File: src/rtl/demux1to2_stream_pkg.sv
// rtl/demux1to2_stream_pkg.sv - shared route codes, counter width and slot state for the 1-to-2 stream demux
package demux1to2_stream_pkg;

  localparam logic [1:0] SEL_CH0 = 2'b00;
  localparam logic [1:0] SEL_CH1 = 2'b01;

  localparam int DROP_CNT_W = 16;

  typedef enum logic {
    EMPTY = 1'b0,
    FULL  = 1'b1
  } slot_state_t;

endpackage

File: src/rtl/demux_out_slot.sv
// rtl/demux_out_slot.sv - one-entry registered output slot with load/drain/simultaneous handling
module demux_out_slot
  import demux1to2_stream_pkg::*;
#(
  parameter int N = 32
) (
  input  logic         clk,
  input  logic         rst_n,
  input  logic         load,
  input  logic [N-1:0] wdata,
  input  logic         ready,
  output logic         free,
  output logic         valid,
  output logic [N-1:0] data
);

  slot_state_t state;

  assign valid = (state == FULL);
  // A full slot can take a new word in the same cycle its consumer drains it.
  assign free  = (state == EMPTY) || ready;

  always_ff @(posedge clk or negedge rst_n) begin
    if (!rst_n) begin
      state <= EMPTY;
      data  <= '0;
    end else if (load) begin
      state <= FULL;
      data  <= wdata;
    end else if (state == FULL && ready) begin
      // Drained slots read as zero so stale words never linger on the bus.
      state <= EMPTY;
      data  <= '0;
    end
  end

endmodule

File: src/rtl/demux1to2_stream.sv
// rtl/demux1to2_stream.sv - handshaked 1-to-2 demux; DEMUX_DROP_CNT_EN adds the saturating drop_count port
module demux1to2_stream
  import demux1to2_stream_pkg::*;
#(
  parameter int N = 32
) (
  input  logic                  clk,
  input  logic                  rst_n,
  input  logic                  in_valid,
  output logic                  in_ready,
  input  logic [1:0]            in_sel,
  input  logic [N-1:0]          in_data,
  output logic                  out0_valid,
  input  logic                  out0_ready,
  output logic [N-1:0]          out0_data,
  output logic                  out1_valid,
  input  logic                  out1_ready,
  output logic [N-1:0]          out1_data,
`ifdef DEMUX_DROP_CNT_EN
  output logic [DROP_CNT_W-1:0] drop_count,
`endif
  output logic                  drop
);

  logic to_ch0, to_ch1, to_bad;
  logic free0, free1;
  logic xfer;

  assign to_ch0 = (in_sel == SEL_CH0);
  assign to_ch1 = (in_sel == SEL_CH1);
  assign to_bad = !(to_ch0 || to_ch1);

  // Invalid codes are always accepted so a bad word can never wedge the producer.
  assign in_ready = to_ch0 ? free0 : (to_ch1 ? free1 : 1'b1);
  assign xfer     = in_valid && in_ready;

  demux_out_slot #(.N(N)) u_slot0 (
    .clk   (clk),
    .rst_n (rst_n),
    .load  (xfer && to_ch0),
    .wdata (in_data),
    .ready (out0_ready),
    .free  (free0),
    .valid (out0_valid),
    .data  (out0_data)
  );

  demux_out_slot #(.N(N)) u_slot1 (
    .clk   (clk),
    .rst_n (rst_n),
    .load  (xfer && to_ch1),
    .wdata (in_data),
    .ready (out1_ready),
    .free  (free1),
    .valid (out1_valid),
    .data  (out1_data)
  );

  always_ff @(posedge clk or negedge rst_n) begin
    if (!rst_n) begin
      drop <= 1'b0;
    end else begin
      drop <= xfer && to_bad;
    end
  end

`ifdef DEMUX_DROP_CNT_EN
  always_ff @(posedge clk or negedge rst_n) begin
    if (!rst_n) begin
      drop_count <= '0;
    end else if (xfer && to_bad && (drop_count != {DROP_CNT_W{1'b1}})) begin
      drop_count <= drop_count + 1'b1;
    end
  end
`endif

endmodule

File: config.mk
export PLATFORM = sky130hd
export DESIGN_NAME = demux1to2_stream
export DESIGN_NICKNAME = d
export VERILOG_FILES = /design/src/rtl/demux1to2_stream_pkg.sv /design/src/rtl/demux_out_slot.sv /design/src/rtl/demux1to2_stream.sv
export SDC_FILE = /design/constraint.sdc
export NUM_CORES = 1
export LEC_CHECK = 0
export BUFFER_PORTS_ARGS = -buffer_cell sky130_fd_sc_hd__buf_2
export CORE_ASPECT_RATIO = 1.2
export CORE_UTILIZATION = 51
export DETAILED_ROUTE_END_ITERATION = 12
export PLACE_DENSITY = 0.87
export RECOVER_POWER = 25
export SYNTH_ARGS = -nofsm -noshare
export SYNTH_HDL_FRONTEND = slang
export SYNTH_SLANG_ARGS = --single-unit
export TNS_END_PERCENT = 1
File: constraint.sdc
create_clock -name clk -period 3.7 [get_ports clk]
set_input_delay 0.185 -clock clk [delete_from_list [all_inputs] [get_ports clk]]
set_output_delay 0.185 -clock clk [all_outputs]
set_load 0.02 [all_outputs]
Word-level counts from Yosys, hierarchy flattened
Cells that the tools add are included.
{"block": "word_totals", "register_bits": 67, "inputBits": 39, "output_inout_bits": 68, "wordCells": 31}
{"block": "classes", "eq_ne": 1, "mux": 10, "bitwise": 2, "reduce_logical": 13}
{"op": "32-bit 2-to-1 mux", "n": 4}
{"op": "1-bit logical AND", "n": 6}
{"op": "1-bit 2-to-1 mux", "n": 6}
{"op": "2-bit nonzero test", "n": 2}
{"op": "1-bit logical OR", "n": 3}
{"op": "2-bit by 1-bit equality test with 1-bit output, second input constant", "n": 1}
{"op": "2-bit logical NOT", "n": 1}
{"op": "1-bit NOT", "n": 2}
{"op": "1-bit logical NOT", "n": 1}

Depth between registers and ports, before layout
Gate-level depths: netlist of the first run.
{"block": "logic_depth", "depth_word": 7, "ltp_mapped": 4, "depth_no_buf": 3}

By module
From an unflattened synthesis of the first run, not the netlist that was laid out.
{"block": "hier_totals", "hier_cells": 226, "area_unflattened_um2": 2885.3}
{"module": "demux_out_slot", "n_inst": 2, "cells_each": 110, "area_per_inst_um2": 1410.1, "seq_area_each_um2": 825.8}
{"module": "demux1to2_stream", "n_inst": 1, "cells_each": 6, "area_per_inst_um2": 65.1, "seq_area_each_um2": 25.0}

Worst setup path after synthesis of the first run
No wires, ideal clock.
{"block": "synth_path", "path_type": "register to register", "from": "register u_slot0.state (netlist: u_slot0.valid)", "to": "register u_slot0.data[0]", "setup_time_ns": 0.122, "arrival_ns": 1.197, "setup_slack_ns": 2.382, "stages_incl_launch_ff": 5, "n_path_buf": 1, "synth_period_minus_slack_ns": 1.318, "cell_sequence": "dfrtp_1 > nor2b_1 > nor3_2 > buf_2 > a32o_1"}
{"block": "synth_via", "elab_chain_cells": 6, "elab_cells_between_ends": 8}
{"item": "from (decl)", "line": "demux_out_slot.sv:17", "text": "slot_state_t state;"}
{"item": "from (signal assigned)", "line": "demux_out_slot.sv:25", "text": "state <= EMPTY;"}
{"item": "from (signal assigned)", "line": "demux_out_slot.sv:28", "text": "state <= FULL;"}
{"item": "from (signal assigned)", "line": "demux_out_slot.sv:32", "text": "state <= EMPTY;"}
{"item": "1-bit NOT", "line": "demux_out_slot.sv:21", "text": "assign free = (state == EMPTY) || ready;"}
{"item": "1-bit logical OR", "line": "demux_out_slot.sv:21"}
{"item": "1-bit 2-to-1 mux", "line": "demux1to2_stream.sv:34", "text": "assign in_ready = to_ch0 ? free0 : (to_ch1 ? free1 : 1'b1);"}
{"item": "1-bit logical AND", "line": "demux1to2_stream.sv:35", "text": "assign xfer = in_valid && in_ready;"}
{"item": "1-bit logical AND", "line": "demux1to2_stream.sv:40", "text": ".load (xfer && to_ch0),"}
{"item": "32-bit 2-to-1 mux or 2-bit nonzero test (tied branches)"}
{"item": "to (signal assigned)", "line": "demux_out_slot.sv:29", "text": "data <= wdata;"}
{"item": "to (decl)", "line": "demux_out_slot.sv:14", "text": "output logic [N-1:0] data"}
Several ways; a longest one is shown, not always the timed one.
A chain may end at the register's enable or synchronous reset.

Worst setup path in the final report of the first run
{"block": "layout_path", "from": "input port in_valid", "to": "register u_slot0.data[7]"}
{"block": "layout_via", "elab_chain_cells": 3, "elab_cells_between_ends": 4}
{"item": "from (decl)", "line": "demux1to2_stream.sv:9", "text": "input logic in_valid,"}
{"item": "1-bit logical AND (*)", "line": "demux1to2_stream.sv:35"}
{"item": "1-bit logical AND (*)", "line": "demux1to2_stream.sv:40"}
{"item": "32-bit 2-to-1 mux or 2-bit nonzero test (tied branches)"}
Mark *: on every way between the ends. The rest lies on a longest branch, timed or not.

==> metrics, run 1 <==
status complete, but fails checks; violated checks capacitance limit, slew limit; Layout area overhead 24.5%; Iter 0 DRT Violations around 180; detailed placement HPWL slightly below 4000 microns; sequential area share after synthesis 0.639; path category of the worst min-delay check input pin to register; Final Cell Area 0.00327 sq mm; number of diodes 0; Die Area 0.00544 sq mm; clock sinks 67; vias in the first global route roughly 1900; Sw Ratio 0.303; critical path, cell by cell buf_2, clkbuf_1, a32o_1; CTS Buffer Depth 2; Worst Tran Pin Value about 2.7 ns; Clock Skew 0.00300 ns; CP arrival roughly 2.6 ns; setup bufs post-CTS 0; total gr overflow 0; worst skew pair latency roughly 0.34 ns; critical path endpoint category register; Gate Count Post-Synth between 150 and 200; Non-Filler Instances about 330; Synth warnings 0; Pwr Total 1.95 mW; Yosys reg bits 67; Avg Inst Size Synth approximately 16 sq um; Root Buffer clkbuf_8; Power Density ~600 mW/mm^2; Reg power frac 0.462; Placeable Area just under 0.005 sq mm; maximum clock rate between 0.4 and 0.5 GHz; share of layout cells above drive strength 1 0.368; RSZ-0062 raised after global routing false; Crit Path Category input pin to register; post-synth top area cell dfrtp_1; commonest cells after routing, fill and taps aside 76 x buf_2, 67 x dfrtp_1, 64 x a32o_1; final period utilization 0.635; P_int between 1 and 1.5 mW; Core Rows 28; CTS tree yes; Worst Path Max Fanout 65; min Tclk post-route approximately 2.3 ns; Setup TNS 0 ns; dpl cells ~320; gp weighted congestion 0.773; Hold Vio Cnt, Final 0; leading post-synthesis cells by cell area dfrtp_1 64%, a32o_1 24%, buf_6 2.6%; H-tree depth 3; hold-fix buffers at CTS 1; Die Y around 81 microns; max-slew violations 100; first-pass GRT wire length about 9100 microns; syn nets between 200 and 250; Final ANT Viol Nets 0; clock group share of total power 0.311; final wirelength 5870 microns; critical path's slowest cell clkbuf_1; synthesized cell area 0.00263 sq mm; total CTS buffers 9; CP top delay family buffers and inverters; Final #Nets about 310; # port buffers between 100 and 150; Max-slew headroom -0.775; final setup fails 0; via density per instance 6.12; dpl cell area a little over 0.003 sq mm; Die Wd 67.5 microns; routed vias between 2000 and 2500; I/O pins 107; number of fill cells in the layout around 400; net switching power just under 0.6 mW; CTS clk-pin slew, worst paths around 0.07 ns; Total GRT Usage 0.235; post-synth cell types 20; largest net degree at the start of global routing 66; max_cap viols 2; startpoint types input pin; DR DRC count 0; drt wl/cell 17.7 microns; most common cell after layout, fill and taps aside buf_2; Initial Util 0.531; Pleak ~1.6 nW; Peak VDD IR about 0.0004 V; Crit path largest cell delay roughly 1.9 ns; Worst EP required between 3 and 4 ns; Buf/Inv on CP 2; PostCTS Resize Cnt 0; first drt pass iteration count 4; Yosys top cell area share 0.639; Logic pwr share 0.227; initial antenna violation count 0
## Yosys cell counts (all sizes together)
cell / instances
dlymetal6s2s: 2
and2b: 1
mux2i: 1
dfrtp: 67
nand2b: 1
and2: 1
clkbuf: 4
buf: 13
o21bai: 2
nor3: 2
a32o: 64
nand2: 2
inv: 1
or2: 1
nor2b: 1
o31a: 2
## logic make-up after synthesis
logic type | Yosys count | synth area share
AO/OA/AOI/OAI | 68 | 0.263
flip-flops | 67 | 0.639
buffers and inverters | 20 | 0.0663
AND/OR/NAND/NOR | 9 | 0.0281
multiplexers | 1 | 0.00381
## power by group through the flow
stage,registers [mW],logic (mW),clock network [mW]
floorplan,1.05,0.152,0
detailed placement,0.914,0.460,0
global placement,0.908,0.450,0
global route,0.915,0.478,0.653
CTS,0.900,0.461,0.629
finish,0.901,0.443,0.606
## state kept, by name, indices dropped and copies added (netlist names)
signal	cells
drop	1
u_slot0.valid	1
u_slot1.valid	1
u_slot1.data	32
u_slot0.data	32
## final timing paths
| check | to | slack (ns) | depth (start not counted) | start |
|---|---|---|---|---|
| min reg2reg | u_slot0.data[21] | 0.49 | 1 | u_slot0.data[21] |
| max | u_slot0.data[7] | 1.35 | 3 | in_valid |
| max reg2reg | u_slot1.data[27] | 1.81 | 3 | u_slot1.valid |
| min in group asynchronous | u_slot0.data[22] | 0.84 | 2 | rst_n |
| max in group asynchronous | u_slot0.data[6] | 1.60 | 3 | rst_n |
| min | u_slot1.data[30] | 0.11 | 2 | in_data[30] |
## layer usage
metal  GRT usage  vias to the layer above  wire, microns
li1            -                      897              -
met1       0.280                     1024           2390
met2       0.373                       99           2970
met3      0.0554                       11            390
met4       0.153                        0            112
met5           0                        -              0
## per-stage QoR
stage	setup slack, ns	hold WS (ns)	util
after CTS	1.82	0.0933	0.670
after detailed placement	1.84	0.288	0.625
after global routing	1.14	0.108	0.662
after global placement	1.91	0.273	0.625
final	1.35	0.114	0.662
after floorplan	2.38	-0.111	-
## final cells by class
type,instances,area (sq um),area share
well taps,60,75.1,0.0230
repair buffers,110,522,0.160
multi-input cells,78,781,0.239
inverters,1,3.75,0.00115
clock buffers,16,210,0.0643
flip-flops and latches,67,1680,0.513
## worst reg2reg max path, stage by stage (launching register included)
cell and delay [ns]:
dfrtp_1 0.42, and2b_1 0.21, nor3_4 0.88, a32o_1 0.30
(Power assumes the default switching activity.)
==> inputs of run 2 (changes only) <==
Settings changed: CORE_UTILIZATION 51 to 43, PLACE_DENSITY 0.87 to 0.78.
Clock period 3.7 ns to 2 ns, I/O delays scaled along.
==> run 2 against run 1 <==
Total power grew 96%. Design area grew 2.9%. Highest routed layer unchanged. Clock power grew 120%. Core utilization shrank 8.0 points. Clock skew grew 0.0059 ns. Worst hold slack lost 0.082 ns. Via count shrank 0.49%. The flow now finishes without violations. Sequential share of layout area shrank 1.4 points. Sequential power grew 84%. Register-to-register slack lost 1.5 ns.
==> metrics, run 2 (synthesis gave the netlist of run 1 again) <==
status complete, no violations (was complete, but fails checks); routed vias 2021 (was 2031); min Tclk post-route roughly 1.9 ns; Clock Skew 0.00893 ns (was 0.00300 ns); Die Area 0.00642 sq mm (was 0.00544 sq mm); Hold Vio Cnt, Final 0 (unchanged); clock sinks 67 (unchanged); final setup fails 0 (unchanged); CTS tree yes (unchanged); first-pass GRT wire length 9520 microns (was 9110 microns); Initial Util 0.454 (was 0.531); P_int 2.70 mW (was 1.36 mW); number of fill cells in the layout 531 (was 397); Logic pwr share 0.217 (was 0.227); critical path endpoint category primary output (was register); total gr overflow 0 (unchanged); CTS clk-pin slew, worst paths 0.07 ns (about the same); largest net degree at the start of global routing 66 (unchanged); gp weighted congestion 0.720 (was 0.773); Sw Ratio 0.294 (was 0.303); critical path's slowest cell nor2b_1 (was clkbuf_1); first drt pass iteration count 4 (unchanged); Die Wd 73.3 microns (was 67.5 microns); Peak VDD IR 0.000614 V (was 0.000400 V); critical path, cell by cell nor2b_1, mux2i_1, or2_2, buf_2 (was buf_2, clkbuf_1, a32o_1); net switching power 1.12 mW (was 0.591 mW); Placeable Area 0.00578 sq mm (was 0.00494 sq mm); Reg power frac 0.435 (was 0.462); detailed placement HPWL 3910 microns (about the same); Final ANT Viol Nets 0 (unchanged); CTS Buffer Depth 2 (unchanged); Crit Path Category register to primary output (was input pin to register); Iter 0 DRT Violations 119 (was 178); Worst Path Max Fanout 4 (was 65); Setup TNS 0 ns (unchanged); Root Buffer clkbuf_8 (unchanged); drt wl/cell 17.3 microns (was 17.7 microns); share of layout cells above drive strength 1 0.382 (was 0.368); Power Density 1140 mW/mm^2 (was 597 mW/mm^2); number of diodes 0 (unchanged); maximum clock rate approximately 0.53 GHz; max-slew violations 0 (was 100); total CTS buffers 9 (unchanged); Pleak 1.59 nW (was 1.57 nW); final period utilization 0.945; DR DRC count 0 (unchanged); I/O pins 107 (unchanged); CP top delay family simple AND/OR/NAND/NOR gates (was buffers and inverters); CP arrival 1.79 ns (was 2.61 ns); Core Rows 30 (was 28); Pwr Total 3.83 mW (was 1.95 mW); initial antenna violation count 1 (was 0); startpoint types register (was input pin); Worst EP required 1.90 ns (was 3.97 ns); Worst Tran Pin Value 1.26 ns (was 2.66 ns); # port buffers 106 (unchanged); final wirelength 6150 microns (was 5870 microns); Total GRT Usage 0.197 (was 0.235); path category of the worst min-delay check input pin to register (unchanged); via density per instance 5.69 (was 6.12); Max-slew headroom 0.159 (was -0.775); commonest cells after routing, fill and taps aside 76 x buf_2, 67 x dfrtp_1, 64 x a32o_1 (unchanged); clock group share of total power 0.348 (was 0.311); most common cell after layout, fill and taps aside buf_2 (unchanged); Final #Nets 309 (was 306); max_cap viols 0 (was 2); RSZ-0062 raised after global routing false (unchanged); Crit path largest cell delay 0.47 ns (was 1.88 ns); vias in the first global route 1982 (was 1939); Die Y 87.6 microns (was 80.6 microns); H-tree depth 3 (unchanged); Layout area overhead 28.1% (was 24.5%); Buf/Inv on CP 1 (was 2); worst skew pair latency 0.33 ns (was 0.34 ns); Setup WS post-layout 0.110 ns (was 1.35 ns); pre-CTS WS 0.0996 ns (was 1.84 ns); largest registers u_slot0.data (32), u_slot1.data (32) (unchanged)
[run 2: routing by layer]
metal	track usage	wire, microns
met1	0.243	2640
met2	0.329	3070
met3	0.0587	416
met4	0.0682	23
met5	0	0
[run 2: worst paths after layout]
path | startpoint | endpoint | slack (ns) | cells after the start
worst max register to register | u_slot0.valid | u_slot0.data[5] | 0.36 | 3
worst max-delay path | u_slot0.valid | in_ready | 0.11 | 4
worst min-delay path | in_data[30] | u_slot1.data[30] | 0.03 | 2
worst min register to register | u_slot1.data[21] | u_slot1.data[21] | 0.49 | 1
min in group asynchronous | rst_n | u_slot0.data[21] | 0.49 | 2
max in group asynchronous | rst_n | u_slot1.data[4] | 0.59 | 3
[run 2: area by class of cell]
class	count	area, sq um	share of cell area
Sequential cell	67	1680	0.499
Clock inverter	3	67.6	0.0201
Timing Repair Buffer	112	538	0.160
Inverter	1	3.75	0.00112
Tap cell	80	100	0.0298
Clock buffer	13	179	0.0532
Multi-Input combinational cell	79	797	0.237
[run 2: stage by stage]
stage	hold slack (ns)	util	instance area, sq um	cells
after global placement	0.0674	0.541	3130	337
after CTS	0.0195	0.586	3390	354
after global routing	0.0210	0.582	3360	355
after floorplan	-0.196	-	2630	165
final	0.0324	0.582	3360	355
after detailed placement	0.0687	0.541	3130	337
[run 2: what timing repair did]
item / in CTS / in global routing
hold endpoints to repair: 19 / 0
hold buffers: 1 / 0
buffers inserted: 0 / 0
setup endpoints to repair: 0 / 32
resized for setup: 0 / 1
[run 2: power groups by stage]
stage	clock network, mW	registers [mW]	logic (mW)
after floorplan	0	1.94	0.282
after global placement	0	1.68	0.840
after detailed placement	0	1.69	0.857
after CTS	1.36	1.66	0.861
after global routing	1.42	1.69	0.895
final	1.33	1.66	0.830
==> inputs of run 3 (changes only) <==
Settings changed: CORE_UTILIZATION 43 to 44, SYNTH_HIERARCHICAL from default to 1.
==> run 3 against run 2 <==
Die area grew 7.2%. Clock power is 5% lower. Count of clock-buffer cells in the layout fell by 1. Synthesized area up 9.9%. Design area is 11% higher. Clock skew shrank 0.0034 ns. Maximum frequency grew 7.6%. Flip-flop and latch count did not move.
==> metrics, run 3 <==
status complete, no violations (unchanged); synthesized cell area 0.00289 sq mm (was 0.00263 sq mm); Setup WS post-layout 0.243 ns (was 0.110 ns); Layout area overhead 29.9% (was 28.1%); Initial Util 0.468 (was 0.454); Hold Vio Cnt, Final 0 (unchanged); Worst Tran Pin Value 1.47 ns (was 1.26 ns); max_cap viols 0 (unchanged); leading post-synthesis cells by cell area dfrtp_1 58%, a22o_1 19%, nor2b_1 12% (was dfrtp_1 64%, a32o_1 24%, buf_6 2.6%); vias in the first global route 2259 (was 1982); number of diodes 0 (unchanged); Die Y 90.7 microns (was 87.6 microns); detailed placement HPWL 4660 microns (was 3910 microns); post-synth cell types 12 (was 20); final period utilization 0.878 (was 0.945); CTS Buffer Depth 2 (unchanged); Util after Layout 0.608 (was 0.582); CTS tree yes (unchanged); Yosys reg bits 67 (unchanged); Synth warnings 6 (was 0); Fin Hold WS 0.0175 ns (was 0.0324 ns); DR DRC count 0 (unchanged); H-tree depth 3 (unchanged); Yosys top cell area share 0.581 (was 0.639); Final #Nets 380 (was 309); worst reg-to-reg path cell count 6 (was 3); number of fill cells in the layout 541 (was 531); Peak VDD IR 0.000464 V (was 0.000614 V); sequential area share after synthesis 0.581 (was 0.639); critical path endpoint category register (was primary output); via density per instance 5.22 (was 5.69); largest registers u_slot0/data (32), u_slot1/data (32) (was u_slot0.data (32), u_slot1.data (32)); post-synth top area cell dfrtp_1 (unchanged); count leader, synth dfrtp_1 (unchanged); clock sinks 67 (unchanged); Pwr Total 3.86 mW (was 3.83 mW); gp weighted congestion 0.803 (was 0.720); Min-Delay Endpoint u_slot0/data[24] (was u_slot1.data[30]); Gate Count Post-Synth 226 (was 165); Pleak 1.99 nW (was 1.59 nW); Max-slew headroom 0.0171 (was 0.159); # port buffers 106 (unchanged); worst hold start in_data[24] (was in_data[30]); Iter 0 DRT Violations 118 (was 119); Die Wd 75.9 microns (was 73.3 microns); EDFF count, synth 0 (unchanged); Clock Skew 0.00555 ns (was 0.00893 ns); final setup fails 0 (unchanged); worst skew pair latency 0.33 ns (about the same); commonest cells after routing, fill and taps aside 81 x buf_2, 67 x dfrtp_1, 64 x a22o_1 (was 76 x buf_2, 67 x dfrtp_1, 64 x a32o_1); CP arrival 1.97 ns (was 1.79 ns); asr flop ratio synth 1.00 (unchanged); Placeable Area 0.00617 sq mm (was 0.00578 sq mm); Crit Path Category register to register (was register to primary output); Root Buffer clkbuf_8 (unchanged); maximum clock rate 0.569 GHz (was 0.529 GHz); CTS clk-pin slew, worst paths 0.07 ns (about the same); Worst Path Max Fanout 20 (was 4); Setup TNS 0 ns (unchanged); max-slew violations 0 (unchanged); Avg Inst Size Synth 12.8 sq um (was 15.9 sq um); share of layout cells above drive strength 1 0.312 (was 0.382); min Tclk post-route 1.76 ns (was 1.89 ns); PostCTS Resize Cnt 0 (unchanged); Power Density 1030 mW/mm^2 (was 1140 mW/mm^2); drt wl/cell 15.8 microns (was 17.3 microns); total CTS buffers 9 (unchanged); Commonest cells post-synth 67 x dfrtp_1, 64 x a22o_1, 55 x nor2b_1 (was 67 x dfrtp_1, 64 x a32o_1, 6 x buf_6, 4 x buf_2, 3 x buf_4); startpoint types register (unchanged); Total GRT Usage 0.207 (was 0.197); first drt pass iteration count 7 (was 4); r2r endpoint u_slot0/data[22] (was u_slot0.data[5]); initial antenna violation count 0 (was 1); routed vias 2235 (was 2021); Final ANT Viol Nets 0 (unchanged); worst hold stages 2 (unchanged); setup bufs post-CTS 0 (unchanged); hold-fix buffers at CTS 8 (was 1); Worst EP required 2.22 ns (was 1.90 ns); syn nets 265 (was 204); path category of the worst min-delay check input pin to register (unchanged); pre-CTS WS 0.244 ns (was 0.0996 ns); Core Rows 31 (was 30); I/O pins 107 (unchanged); final wirelength 6770 microns (was 6150 microns); Die Area 0.00689 sq mm (was 0.00642 sq mm); RSZ-0062 raised after global routing false (unchanged); reg2reg setup slack 0.24 ns (was 0.36 ns); predominant post-synthesis flop cell dfrtp_1 (unchanged); most common cell after layout, fill and taps aside buf_2 (unchanged); first-pass GRT wire length 11000 microns (was 9520 microns); largest net degree at the start of global routing 45 (was 66); worst reg2reg path startpoint u_slot0/valid (was u_slot0.valid); total gr overflow 0 (unchanged)
## run 3: logic make-up (layout without fill, tap and decap cells)
logic type | Yosys count | after routing | synth area share
AOI/OAI and AO/OA | 65 | 65 | 0.197
buffers and inverters | 20 | 140 | 0.0564
and+or+nand+nor | 74 | 74 | 0.165
DFF | 67 | 67 | 0.581
## run 3: stage by stage
step	cell area, sq um	cells
floorplan	2890	226
global route	3750	428
CTS	3780	428
detailed placement	3470	404
finish	3750	428
global placement	3470	404
## run 3: layout make-up
type	instances	area, sq um	share of cell area
Sequential cell	67	1680	0.447
Multi-Input combinational cell	139	1050	0.280
Timing Repair Buffer	124	692	0.185
Clock buffer	12	155	0.0414
Tap cell	82	103	0.0274
Clock inverter	4	72.6	0.0194
## run 3: how the worst max path moves through the flow
stage                        startpoint                to  slack (ns)
after floorplan           u_slot0/valid  u_slot0/data[12]        0.46
after global placement    u_slot0/valid  u_slot0/data[16]        0.35
after detailed placement  u_slot0/valid  u_slot0/data[22]        0.24
after CTS                 u_slot0/valid  u_slot0/data[22]        0.23
after global routing      u_slot0/valid  u_slot0/data[17]        0.14
final                     u_slot0/valid  u_slot0/data[22]        0.24
## run 3: layer usage
metal	routed length, microns	GRT usage	up-vias
met5	0	0	-
met4	127	0.0865	0
met1	2990	0.264	1089
met3	421	0.0566	13
met2	3230	0.331	98
li1	-	-	1035
## run 3: report_power, final
| part | switching (mW) | internal, mW |
|---|---|---|
| Sequential | 0.104 | 1.55 |
| Combinational | 0.541 | 0.400 |
| Clock | 0.493 | 0.769 |
## run 3: worst max-delay path: stages (launching register included)
cell	delay, ns
dfrtp_1	0.40
nand2b_1	0.10
nor2b_1	0.17
and3b_2	0.45
buf_4	0.26
nor2b_1	0.07
a22o_1	0.19
